### src/rtl/hazard_control_unit.sv
// hazard_control_unit
// Pipeline hazard controller beside the ID stage. Detects load-use hazards,
// branch operand hazards for branches resolved in ID, and structural stalls
// while the multi-cycle divider is occupied. Control outputs are combinational
// from the current inputs and the registered divider state.
// Optional feature: define HAZARD_PERF_CNT_EN to add the stall_cycles and
// flush_count performance counter outputs.
module hazard_control_unit #(
  parameter int DIV_CYCLES = 32,
  parameter int REG_W      = 5
) (
  input  logic             clk,
  input  logic             rst,
  input  logic [REG_W-1:0] id_rs,
  input  logic [REG_W-1:0] id_rt,
  input  logic             id_uses_rs,
  input  logic             id_uses_rt,
  input  logic             id_is_branch,
  input  logic             id_branch_taken,
  input  logic             id_is_jump,
  input  logic             id_is_div,
  input  logic             id_reads_hilo,
  input  logic             ex_mem_read,
  input  logic             ex_reg_write,
  input  logic [REG_W-1:0] ex_rd,
  input  logic             mem_mem_read,
  input  logic [REG_W-1:0] mem_rd,
  output logic             pc_write,
  output logic             if_id_write,
  output logic             if_id_flush,
  output logic             id_ex_flush,
  output logic             div_start,
  output logic             div_busy
`ifdef HAZARD_PERF_CNT_EN
  ,
  output logic [31:0]      stall_cycles,
  output logic [31:0]      flush_count
`endif
);

  typedef enum logic {
    S_IDLE = 1'b0,
    S_BUSY = 1'b1
  } div_state_e;

  // Occupancy value loaded on issue; legal DIV_CYCLES fits in 8 bits.
  localparam logic [7:0] DIV_LOAD = 8'(DIV_CYCLES);

  // A producer register r conflicts with ID when it is non-zero and is
  // actually read as rs or rt (r0 is hard-wired and never a hazard).
  function automatic logic reg_match(
    input logic [REG_W-1:0] r,
    input logic [REG_W-1:0] rs,
    input logic [REG_W-1:0] rt,
    input logic             use_rs,
    input logic             use_rt
  );
    reg_match = (r != {REG_W{1'b0}}) &&
                ((use_rs && (r == rs)) || (use_rt && (r == rt)));
  endfunction

  div_state_e state_q, state_d;
  logic [7:0] div_cnt_q, div_cnt_d;

  logic load_use_s;
  logic br_ex_s;
  logic br_mem_s;
  logic div_hz_s;
  logic stall_s;
  logic redirect_s;

  assign div_busy = (div_cnt_q != 8'd0);

  // Hazard detection: OR of all stall sources.
  always_comb begin
    load_use_s = ex_mem_read && reg_match(ex_rd, id_rs, id_rt, id_uses_rs, id_uses_rt);
    // A load in EX also sets ex_reg_write, so this covers the first cycle of branch-after-load.
    br_ex_s    = id_is_branch && ex_reg_write &&
                 reg_match(ex_rd, id_rs, id_rt, id_uses_rs, id_uses_rt);
    br_mem_s   = id_is_branch && mem_mem_read &&
                 reg_match(mem_rd, id_rs, id_rt, id_uses_rs, id_uses_rt);
    div_hz_s   = div_busy && (id_reads_hilo || id_is_div);
    stall_s    = load_use_s || br_ex_s || br_mem_s || div_hz_s;
    // Taken-branch outcome is only meaningful for branches; stall masks it below.
    redirect_s = id_is_jump || (id_is_branch && id_branch_taken);
  end

  // Pipeline register control; a stall wins over any branch/jump flush.
  always_comb begin
    pc_write    = 1'b1;
    if_id_write = 1'b1;
    if_id_flush = 1'b0;
    id_ex_flush = 1'b0;
    div_start   = 1'b0;
    if (stall_s) begin
      pc_write    = 1'b0;
      if_id_write = 1'b0;
      if_id_flush = 1'b0;
      id_ex_flush = 1'b1;
      div_start   = 1'b0;
    end else begin
      if_id_flush = redirect_s;
      div_start   = id_is_div;
    end
  end

  // Divider occupancy next-state: load on issue, count down while busy.
  always_comb begin
    state_d   = state_q;
    div_cnt_d = div_cnt_q;
    case (state_q)
      S_IDLE: begin
        if (div_start) begin
          div_cnt_d = DIV_LOAD;
          state_d   = S_BUSY;
        end else begin
          div_cnt_d = 8'd0;
          state_d   = S_IDLE;
        end
      end
      S_BUSY: begin
        div_cnt_d = div_cnt_q - 8'd1;
        if (div_cnt_q == 8'd1) begin
          state_d = S_IDLE;
        end else begin
          state_d = S_BUSY;
        end
      end
      default: begin
        div_cnt_d = 8'd0;
        state_d   = S_IDLE;
      end
    endcase
  end

  // Divider state register; reset clears the count so div_busy drops at once.
  always_ff @(posedge clk or posedge rst) begin
    if (rst) begin
      state_q   <= S_IDLE;
      div_cnt_q <= 8'd0;
    end else begin
      state_q   <= state_d;
      div_cnt_q <= div_cnt_d;
    end
  end

`ifdef HAZARD_PERF_CNT_EN
  logic [31:0] stall_cycles_q;
  logic [31:0] flush_count_q;

  // Free-running performance counters, wrapping at 2^32.
  always_ff @(posedge clk or posedge rst) begin
    if (rst) begin
      stall_cycles_q <= 32'd0;
      flush_count_q  <= 32'd0;
    end else begin
      if (stall_s) begin
        stall_cycles_q <= stall_cycles_q + 32'd1;
      end
      if (if_id_flush) begin
        flush_count_q <= flush_count_q + 32'd1;
      end
    end
  end

  assign stall_cycles = stall_cycles_q;
  assign flush_count  = flush_count_q;
`endif

endmodule

### config.mk
export PLATFORM = sky130hd
export DESIGN_NAME = hazard_control_unit
export DESIGN_NICKNAME = d
export VERILOG_FILES = /design/src/rtl/hazard_control_unit.sv
export SDC_FILE = /design/constraint.sdc
export NUM_CORES = 1
export LEC_CHECK = 0
export ABC_AREA = 1
export ABC_CLOCK_PERIOD_IN_PS = 3000
export BUFFER_PORTS_ARGS = -buffer_cell sky130_fd_sc_hd__buf_2
export CAP_MARGIN = 25
export CELL_PAD_IN_SITES_DETAIL_PLACEMENT = 1
export CELL_PAD_IN_SITES_GLOBAL_PLACEMENT = 1
export CORE_ASPECT_RATIO = 1.4
export CORE_UTILIZATION = 34
export CTS_BUF_LIST = sky130_fd_sc_hd__clkbuf_4 sky130_fd_sc_hd__clkbuf_8
export DETAILED_ROUTE_END_ITERATION = 10
export GPL_ROUTABILITY_DRIVEN = 0
export PLACE_DENSITY_LB_ADDON = 0.25
export SLEW_MARGIN = 30
export SYNTH_ARGS = -nofsm -noshare
export SYNTH_HDL_FRONTEND = slang
export SYNTH_SLANG_ARGS = --single-unit
export TNS_END_PERCENT = 100
### constraint.sdc
create_clock -name clk -period 3 [get_ports clk]
set_input_delay 0.45 -clock clk [delete_from_list [all_inputs] [get_ports clk]]
set_output_delay 0.45 -clock clk [all_outputs]
set_load 0.005 [all_outputs]
==> reports/qor.txt <==
Adder-Cell Fraction of Synth Area = 0.0276
Chip Height = 63.1 um
CORE AREA = 2470 um^2
Combinational group share of total power = 0.552
DR WL met3 = 56 um
Routed vias/inst = 4.79
Hold Path Class = in -> async
Initial Util = 0.367
Crit-path max cell delay = 400 ps
Sum Neg Setup Slack = 0 ps
Reg-to-reg slack, setup = 1470 ps
Post-Synth Simple-Gate Area = 0.448
Sequential cell area fraction in the yosys report = 0.249
DR WL/cell = 12.2 um
GRT Util Overall = 0.225
IO Port Bufs = 37
First-pass GRT wire length = 4840 um
Worst-margin pin slew = 357 ps
Critical setup path kind = reg -> out
Initial antenna violation count = 0
Synth Area in Compound Gates = 0.122
Initial DRC Count = 44
CTS tree = done
Hold Vio Cnt, Final = 0
Sink Count = 9
Clock transition at the registers of the reported paths = 60 ps
Main combinational cell family by area after synthesis = simple AND/OR/NAND/NOR gates
Post-synthesis mux area share = 0
Post-CTS setup buffers = 0
Crit path max fanout = 4
Share of cells above drive strength 1 = 0.276
Area grow syn2layout = 27.6%
Final layout net count = 234
Flops & latches, synth = 9
Largest net degree at the start of global routing = 10
Max rail drop VDD = 0.000200 V
Total grt overflow = 0
Mapped Area = 906 um^2
Maximum Capacitance Violations = 0
Critical path origin = div_cnt_q[0]
Max Fclk = 441 MHz
Final setup viols = 0
CTS buffer count = 3
Number of max-slew violations in the final report = 0
Vias in the first global route = 1217
Full die area = 2880 um^2
PD cells = 628 nW/um^2
Crit path buf inv count = 4
H-tree depth = 1
Worst-Skew Late Latency = 260 ps
Clock share of power = 0.138
Cell variety after synth = 20
CP arrival = 1820 ps
# DRC = 0
Period utilization = 0.755
CTS resizes = 0
FILL cells = 383
Pwr Total = 0.000726 W
Cell family with most CP delay = buffers and inverters
Met2 wire len = 1760 um
Vias = 1117
Net Sw Frac = 0.465
CP most frequent cell = inv_1
Sw power = 0.000337 W
Clk root buf = clkbuf_4
DR pass1 iterations = 2
Post-DP HPWL = 2550 um
Critical-path top delay cell = dfrtp_1
RSZ-0062 raised after global routing = false
Worst path cell trace = inv_1 -> ha_1 -> inv_1 -> nor2_4 -> nand2_2 -> o21a_1 -> a21oi_2 -> nand2_2 -> inv_1 -> buf_2
Worst-case clock buffer depth = 2
Row cnt = 21
# diodes = 0
Post-Syn Area per Cell = 5.70 um^2
Clock Skew = 4.11 ps
Reg power frac = 0.311
Post-route ant nets = 0
Mapped Cells = 159
Routed met1 length = 939 um
R2r startpoint = div_cnt_q[0]
Internal cell power = 0.000389 W
Max-slew headroom = 0.762
Most frequent cells in the layout = nand2_1 (47), buf_2 (37), inv_1 (29)
Fin crit period = 2270 ps
Post-Synth XOR/XNOR Area = 0.00967
Leakage = 0.717 nW
Worst reg2reg path depth = 9
Outcome = finished clean
Critical path data required time = 2550 ps
I/O Pins = 38
Crit start category = flip-flop
Commonest non-fill, non-tap cell in the layout = nand2_1
Syn Nets = 193
Capture point of the worst reg-to-reg path = div_cnt_q[5]
Crit. End Element = output port
Yosys warning total = 0
Hold Buf Count CTS = 0
Top layer in use = met4
Final WL = 2830 um
Die Span X = 45.6 um
[how the worst max path moves through the flow]
| stage | end | slack, ps | cells after the start |
|---|---|---|---|
| floorplan | pc_write | 1160 | 10 |
| global placement | if_id_flush | 1110 | 10 |
| detailed placement | pc_write | 1010 | 10 |
| CTS | pc_write | 720 | 10 |
| global route | div_start | 610 | 10 |
| finish | pc_write | 730 | 10 |
[routing by layer]
metal / global-route usage / vias to the layer above
met3: 0.0115 / 8
met5: 0 / -
li1: - / 562
met2: 0.466 / 21
met4: 0.102 / 0
met1: 0.193 / 526
[metrics by stage]
stage                     hold WS [ps]  instances  instance area, um^2  utilization  setup WS (ps)
after floorplan                    278        159                  906            -           1160
after global placement             427        229                 1130        0.456           1110
after global routing               168        233                 1160        0.468            608
after detailed placement           431        229                 1130        0.456           1010
final                              155        233                 1160        0.468            734
after CTS                          160        233                 1160        0.468            716
[state kept, by name, summed over array words and instances (netlist names)]
signal	cells
div_cnt_q	8
state_q	1
[synth_stat cells]
master | instances | area, um^2
nor3_1 | 3 | 15.0
inv_1 | 29 | 109
nand2_1 | 47 | 176
nor3_4 | 1 | 16.3
nand2_2 | 4 | 25.0
nand3_1 | 6 | 30.0
a21oi_2 | 1 | 8.76
nor2_4 | 1 | 11.3
dfrtp_1 | 9 | 225
nand4_1 | 4 | 25.0
nor2_1 | 25 | 93.8
nor2_2 | 2 | 12.5
buf_4 | 1 | 7.51
xor2_1 | 1 | 8.76
o21ai_0 | 11 | 55.1
o21a_1 | 1 | 7.51
a31o_2 | 1 | 8.76
a21oi_1 | 6 | 30.0
ha_1 | 2 | 25.0
inv_2 | 4 | 15.0
[area by class of cell]
| class | instances | area, um^2 | share of cell area |
|---|---|---|---|
| multi-input combinational | 116 | 549 | 0.475 |
| sequential | 9 | 225 | 0.195 |
| timing repair buffer | 37 | 185 | 0.160 |
| inverter | 33 | 124 | 0.107 |
| tap | 34 | 42.5 | 0.0368 |
| clock buffer | 4 | 30.0 | 0.0260 |
[worst register-to-register path, stage by stage, from the launching register on]
cell,delay [ps]
dfrtp_1,400
inv_1,110
ha_1,160
inv_1,90
nor2_4,150
nand2_2,70
o21a_1,120
a21oi_2,150
nand4_1,130
nand2_1,90
[cell families (layout without fill, tap and decap cells)]
kind of cell / after synthesis / in the layout
AND/OR/NAND/NOR: 93 / 93
buffers and inverters: 34 / 74
AO/OA/AOI/OAI: 20 / 20
flip-flops: 9 / 9
adder cells (fa/ha/maj): 2 / 2
XOR/XNOR: 1 / 1
[power groups by stage]
| stage | sequential (W) | clock, W | combinational (W) |
|---|---|---|---|
| 3_3_place_gp | 0.000223 | 0 | 0.000378 |
| 5_1_grt | 0.000233 | 0.000111 | 0.000450 |
| 3_5_place_dp | 0.000227 | 0 | 0.000402 |
| 4_1_cts | 0.000227 | 0.000104 | 0.000407 |
| 2_1_floorplan | 0.000214 | 0 | 0.000287 |
| 6_report | 0.000226 | 0.0000999 | 0.000401 |
Note: power is estimated with default switching activity, not from simulation.
